<file path="src/rtl/utils_pkg.sv">
// utils_pkg: shared helpers for the utils library.
//   ptr_inc(ptr, depth) - advance a pointer over 0..depth-1 with explicit wrap
//   cnt_w(depth)        - width needed to hold a count 0..depth
//   ptr_w(depth)        - width needed to index 0..depth-1 (min 1 bit)
package utils_pkg;

  function automatic int unsigned ptr_inc(input int unsigned ptr, input int unsigned depth);
    // Explicit wrap so non-power-of-two depths never index past the end.
    return (ptr >= depth - 1) ? 0 : ptr + 1;
  endfunction

  function automatic int unsigned cnt_w(input int unsigned depth);
    return $clog2(depth + 1);
  endfunction

  function automatic int unsigned ptr_w(input int unsigned depth);
    return (depth > 1) ? $clog2(depth) : 1;
  endfunction

endpackage

</file>
<file path="src/rtl/wrap_counter.sv">
// wrap_counter: modulo (MAX+1) counter used as a FIFO ring pointer.
//   clk_i   clock
//   rst_ni  async active-low reset, value -> 0
//   clear_i synchronous clear, wins over inc_i
//   inc_i   advance by one, wrapping MAX -> 0
//   value_o current value
// With MAX=0 the wrap always returns 0, so the register is a constant zero.
module wrap_counter
  import utils_pkg::*;
#(
  parameter int unsigned MAX = 1,
  localparam int unsigned W  = ptr_w(MAX + 1)
) (
  input  logic         clk_i,
  input  logic         rst_ni,
  input  logic         clear_i,
  input  logic         inc_i,
  output logic [W-1:0] value_o
);

  logic [W-1:0] value_q;

  always_ff @(posedge clk_i or negedge rst_ni) begin
    if (!rst_ni)      value_q <= '0;
    else if (clear_i) value_q <= '0;
    else if (inc_i)   value_q <= W'(ptr_inc(32'(value_q), MAX + 1));
  end

  assign value_o = value_q;

endmodule

</file>
<file path="src/rtl/stream_fifo.sv">
// stream_fifo: parametrised ready/valid FIFO, any DEPTH >= 1.
//   clk_i, rst_ni          clock, async active-low reset
//   flush_i                synchronous flush, blocks handshakes this cycle
//   enq_valid_i/enq_ready_o/enq_bits_i   enqueue side
//   deq_valid_o/deq_ready_i/deq_bits_o   dequeue side
//   count_o                registered occupancy 0..DEPTH
//   almost_full_o          count_o >= AF_THRESH
//   almost_empty_o         count_o <= AE_THRESH
// FLOW=1: an empty FIFO forwards enq_bits_i combinationally.
// PIPE=1: a full FIFO accepts an enqueue when the consumer is ready.
module stream_fifo
  import utils_pkg::*;
#(
  parameter type         T         = logic,
  parameter int unsigned DEPTH     = 2,
  parameter bit          PIPE      = 1'b0,
  parameter bit          FLOW      = 1'b0,
  parameter int unsigned AF_THRESH = DEPTH - 1,
  parameter int unsigned AE_THRESH = 1,
  localparam int unsigned CW       = cnt_w(DEPTH)
) (
  input  logic          clk_i,
  input  logic          rst_ni,
  input  logic          flush_i,
  input  logic          enq_valid_i,
  output logic          enq_ready_o,
  input  T              enq_bits_i,
  output logic          deq_valid_o,
  input  logic          deq_ready_i,
  output T              deq_bits_o,
  output logic [CW-1:0] count_o,
  output logic          almost_full_o,
  output logic          almost_empty_o
);

  localparam int unsigned PW = ptr_w(DEPTH);

  // Elaboration-time parameter sanity
  if (DEPTH < 1 || DEPTH > 1024) begin : g_bad_depth
    $error("stream_fifo: DEPTH out of range");
  end
  if (AF_THRESH > DEPTH) begin : g_bad_af
    $error("stream_fifo: AF_THRESH > DEPTH");
  end
  if (AE_THRESH > DEPTH) begin : g_bad_ae
    $error("stream_fifo: AE_THRESH > DEPTH");
  end

  T              ram [DEPTH];
  logic [CW-1:0] count_q;
  logic [PW-1:0] enq_ptr, deq_ptr;
  logic          empty, full;
  logic          do_enq, do_deq, bypass, wr_en, rd_adv;

  assign empty = (count_q == '0);
  assign full  = (count_q == CW'(DEPTH));

  assign enq_ready_o = !flush_i && (!full  || (PIPE && deq_ready_i));
  assign deq_valid_o = !flush_i && (!empty || (FLOW && enq_valid_i));

  assign do_enq = enq_valid_i && enq_ready_o;
  assign do_deq = deq_valid_o && deq_ready_i;

  // Empty FLOW pass-through consumes the beat without touching storage.
  assign bypass = FLOW && empty && do_enq && do_deq;
  assign wr_en  = do_enq && !bypass;
  assign rd_adv = do_deq && !bypass;

  assign deq_bits_o = (FLOW && empty) ? enq_bits_i : ram[deq_ptr];

  wrap_counter #(.MAX(DEPTH - 1)) u_enq_ptr (
    .clk_i   (clk_i),
    .rst_ni  (rst_ni),
    .clear_i (flush_i),
    .inc_i   (wr_en),
    .value_o (enq_ptr)
  );

  wrap_counter #(.MAX(DEPTH - 1)) u_deq_ptr (
    .clk_i   (clk_i),
    .rst_ni  (rst_ni),
    .clear_i (flush_i),
    .inc_i   (rd_adv),
    .value_o (deq_ptr)
  );

  // Storage is not reset. When PIPE and full, enq_ptr == deq_ptr; the read
  // of the old entry happens combinationally before this edge overwrites it.
  always_ff @(posedge clk_i) begin
    if (wr_en) ram[enq_ptr] <= enq_bits_i;
  end

  always_ff @(posedge clk_i or negedge rst_ni) begin
    if (!rst_ni)      count_q <= '0;
    else if (flush_i) count_q <= '0;
    else begin
      case ({wr_en, rd_adv})
        2'b10:   count_q <= count_q + CW'(1);
        2'b01:   count_q <= count_q - CW'(1);
        default: count_q <= count_q;
      endcase
    end
  end

  assign count_o        = count_q;
  assign almost_full_o  = (count_q >= CW'(AF_THRESH));
  assign almost_empty_o = (count_q <= CW'(AE_THRESH));

`ifndef SYNTHESIS
  a_count_bound : assert property (@(posedge clk_i) disable iff (!rst_ni)
    count_q <= CW'(DEPTH));
  a_no_ovf : assert property (@(posedge clk_i) disable iff (!rst_ni)
    (do_enq && full) |-> (PIPE && deq_ready_i));
`endif

endmodule

</file>
<file path="config.mk">
export PLATFORM = sky130hd
export DESIGN_NAME = stream_fifo
export DESIGN_NICKNAME = d
export VERILOG_FILES = /design/src/rtl/utils_pkg.sv /design/src/rtl/wrap_counter.sv /design/src/rtl/stream_fifo.sv
export SDC_FILE = /design/constraint.sdc
export NUM_CORES = 1
export LEC_CHECK = 0
export BUFFER_PORTS_ARGS = -buffer_cell sky130_fd_sc_hd__buf_2
export CORE_AREA = 2 2 39 41
export DETAILED_ROUTE_END_ITERATION = 10
export DIE_AREA = 0 0 41 43
export PLACE_DENSITY = 0.47
export SETUP_SLACK_MARGIN = 0.05
export SYNTH_ARGS = -nofsm -noshare
export SYNTH_HDL_FRONTEND = slang
export SYNTH_SLANG_ARGS = --single-unit
</file>
<file path="constraint.sdc">
create_clock -name clk_i -period 2.3 [get_ports clk_i]
set_input_delay 0.115 -clock clk_i [delete_from_list [all_inputs] [get_ports clk_i]]
set_output_delay 0.115 -clock clk_i [all_outputs]
set_load 0.05 [all_outputs]
</file>
==> reports/metrics.sh <==
DPL-INSTANCE-AREA_UM2=443
FINAL_PERIOD_MINUS_WORST_SETUP_SLACK_PS=1610
RSZ0062_AT_GRT='no'
POSTCTSSETUPBUFFERS=0
FINALINSTANCEAREA_UM2=479
WORSTPATHREQUIRED_PS=2420
CTS_BUFFERS=3
CTS-ROOT-BUF='sky130_fd_sc_hd__clkbuf_4'
FRACTION_OF_POWER_CONSUMED_BY_THE_CLOCK_NETWORK_PCT=15.3
HOLD_PATH.CLASS='primary input to register'
SYNTH-WARNING-COUNT=0
DPL.HPWL_UM=512
FIN_TNS_SETUP_PS=0
LAYOUTNONFILLERINSTCOUNT=66
POWER.COMBINATIONAL.FRACTION_PCT=60.1
TOTALWIRELENGTH_UM=622
HOLD_VIOLATIONS=0
CP_TOP_FAMILY='flip-flops'
OUTCOME='completed'
START_UTIL_PCT=26.9
POWER.SHARE.SEQUENTIAL_PCT=24.6
NUMPLACEDINSTANCES=61
PLACE_CONGESTION=0.765
SYNTHTOLAYOUTAREAGROWTH_PCT=29.0
CP_NUM_BUF_INV=1
SHARE_OF_CELLS_ABOVE_DRIVE_STRENGTH_1_PCT=36.0
SYN_NETS=44
FIN_NETS=61
CTS_MAX_PATH_BUFFERS=2
ROUTE.DETAILED.WL_PER_INST_UM=9.42
POST_SYNTH_MOST_FREQUENT_CELLS='sky130_fd_sc_hd__nor2_1 (7), sky130_fd_sc_hd__dfrtp_1 (4), sky130_fd_sc_hd__ha_1 (4)'
WORST_SKEW_PAIR.LATE_LATENCY_PS=240
FIRST_ITER_VIOLATIONS=6
CLKTRANSATPATHREGS_PS=50
SYNTH-SEQ-AREA-SHARE_PCT=43.1
GRT_START_MAX_NET_PINS=10
CTSHTREEMAXLEVEL=1
REPORT.FINAL.SLEW_VIOL_COUNT=0
TIMING.FINAL.WS_SETUP_PS=695
TIMING.CRITICAL_PATH.CELLS='inv_1, ha_1, nand2b_2, xnor2_1, mux2_1'
GRT-OVFL-TOTAL=0
SYN_INST=34
TIMING.MAX_CAP.VIOLATIONS=0
WIRE_LENGTH_OF_THE_FIRST_GLOBAL_ROUTING_PASS_UM=979
SYNTH_TOP_CELLS_BY_AREA='sky130_fd_sc_hd__dfrtp_1 (27%), sky130_fd_sc_hd__edfxtp_1 (16%), sky130_fd_sc_hd__ha_1 (13%)'
SYNTH_TOP_FLOP_CELL='sky130_fd_sc_hd__dfrtp_1'
SYNTH_TOP_AREA_SHARE_PCT=26.9
CHIPHEIGHT_UM=43
GRT_ANTENNA_BEFORE_REPAIR=0
TIGHTESTPINTRANSITION_PS=251
SYNTH-SEQ-CELLS=6
CRIT_PATH_TOP_DELAY_CELL='sky130_fd_sc_hd__dfrtp_1'
NUMBER_OF_FLOPS_MAPPED_TO_ENABLE_CELLS_BY_YOSYS=2
GRT_USAGE_PCT=9.09
DESIGN_INTERNAL_POWER_uW=325
FMAX_MHz=623
AVGSYNTHCELLAREA_UM2=10.9
CELL_TAKING_THE_MOST_AREA_AFTER_SYNTHESIS='sky130_fd_sc_hd__dfrtp_1'
FIRST_GLOBAL_VIAS=240
LEAKAGEPOWER_nW=0.236
CTS_TREE='done'
DR.PASS1.ITERS=3
WORST_SETUP_PATH_END_KIND='register'
VIA_COUNT=275
ANTENNA_CELL_COUNT=0
PATH_MAX_FANOUT=4
DIE_AREA_MM2=0.00176
YOSYSMOSTFREQUENTCELL='sky130_fd_sc_hd__nor2_1'
CLK_SINK_COUNT=6
DPL_WORST_SLACK_PS=706
SETUP_VIOLATIONS=0
WORSTPATHARRIVAL_PS=1720
ASYNC_FLOP_SHARE_PCT=66.7
FINAL_ANTENNA_NET_COUNT=0
SYN_STD_CELL_AREA_UM2=372
SYNTH_CELL_TYPE_COUNT=17
CORE.ROWCOUNT=14
CORE_MM2=0.00138
PIN_COUNT=13
TIMING.CRITICAL_PATH.SLOWEST_CELL_DELAY_PS=390
DRCVIOLATIONCOUNT=0
TIMING.CRITICAL_PATH.FROM_TYPE='register'
PORT_BUFFERS=12
FINALCLOCKSKEW_PS=1.20
POST_DRT_VIA_CELL_RATIO=4.17
FLOORPLAN.DIE.WIDTH_UM=41
POWER.SWITCHING_uW=351
POWER.DENSITY_CELL_AREA_mW_PER_MM2=1410
CRITPATHKIND='register to register'
WORST_IR_DROP_VDD_mV=0.564
FRACTION_OF_POWER_SPENT_SWITCHING_NETS_PCT=51.9
FINAL_MIN_PERIOD_OVER_CLOCK_PERIOD_PCT=69.8
SLEW-LIMIT-HEADROOM_PCT=83.4
-- logic make-up after synthesis --
group	after synthesis	synth area share (%)
mux	2	6.06
compound gates	1	2.36
buf+inv	4	6.06
flops	6	43.1
fa+ha+maj	4	13.5
simple gates	14	21.9
xor+xnor	3	7.07
-- cells in the final DEF (no fill, tap or decap) --
| master | instances |
|---|---|
| sky130_fd_sc_hd__nand2_1 | 1 |
| sky130_fd_sc_hd__dfrtp_1 | 4 |
| sky130_fd_sc_hd__nand2b_2 | 1 |
| sky130_fd_sc_hd__and3_1 | 1 |
| sky130_fd_sc_hd__inv_1 | 3 |
| sky130_fd_sc_hd__or4_1 | 1 |
| sky130_fd_sc_hd__xnor2_1 | 2 |
| sky130_fd_sc_hd__nor2b_4 | 1 |
| sky130_fd_sc_hd__nand2b_1 | 1 |
| sky130_fd_sc_hd__dlygate4sd3_1 | 1 |
| sky130_fd_sc_hd__clkbuf_4 | 3 |
| sky130_fd_sc_hd__clkbuf_1 | 1 |
| sky130_fd_sc_hd__nor2_2 | 1 |
| sky130_fd_sc_hd__mux2_1 | 2 |
| sky130_fd_sc_hd__nand4b_1 | 1 |
| sky130_fd_sc_hd__buf_2 | 12 |
| sky130_fd_sc_hd__xor2_1 | 1 |
| sky130_fd_sc_hd__ha_1 | 4 |
| sky130_fd_sc_hd__nor2_1 | 6 |
| sky130_fd_sc_hd__edfxtp_1 | 2 |
| sky130_fd_sc_hd__o311ai_1 | 1 |
-- through the flow --
step           hold WS, ps  power (mW)  utilization (%)
2_1_floorplan         -181       0.493                -
3_3_place_gp         -72.5       0.576             32.0
3_5_place_dp         -75.4       0.577             32.0
4_1_cts               59.9       0.684             34.6
5_1_grt               53.5       0.728             34.6
6_report              66.6       0.676             34.6
-- power groups by stage --
stage                     Sequential [mW]  Clock, mW  Combinational (mW)
after global routing                0.172      0.115               0.440
final                               0.167      0.103               0.406
after CTS                           0.167      0.106               0.410
after global placement              0.169          0               0.407
after detailed placement            0.169          0               0.408
after floorplan                     0.217          0               0.277
-- cell type report --
| type | instances | area (um2) |
|---|---|---|
| multi-input combinational | 24 | 191 |
| inverter | 3 | 11.3 |
| fill | 149 | 905 |
| sequential | 6 | 160 |
| tap | 16 | 20.0 |
| timing repair buffer | 13 | 70.1 |
| clock buffer | 4 | 26.3 |
-- worst paths after layout --
check | slack (ps) | end | cells past startpoint | from
worst max register to register | 690 | count_o[0] | 5 | count_o[1]
worst max-delay path | 690 | count_o[0] | 5 | count_o[1]
worst min register to register | 560 | u_deq_ptr.value_o | 2 | u_deq_ptr.value_o
min in group asynchronous | 210 | count_o[0] | 2 | rst_ni
worst min-delay path | 70 | ram[1] | 1 | enq_bits_i
max in group asynchronous | 1970 | u_enq_ptr.value_o | 2 | rst_ni
-- flip-flops by register name, indices dropped and copies added, names as in the netlist --
name,count
count_o,2
ram,2
u_deq_ptr.value_o,1
u_enq_ptr.value_o,1
-- repair_timing --
item                      4_1_cts  5_1_grt
hold endpoints to repair        4        0
gates resized for setup         0        0
hold buffers                    1        0
-- metal layers --
layer	vias to the layer above	part of all wire, %	GRT usage, %
met3	2	5.0	1.57
met1	119	42	10.5
li1	144	-	-
met2	10	49	12.5
met5	-	0	0
met4	0	3.5	10.0
(Power assumes the default switching activity.)
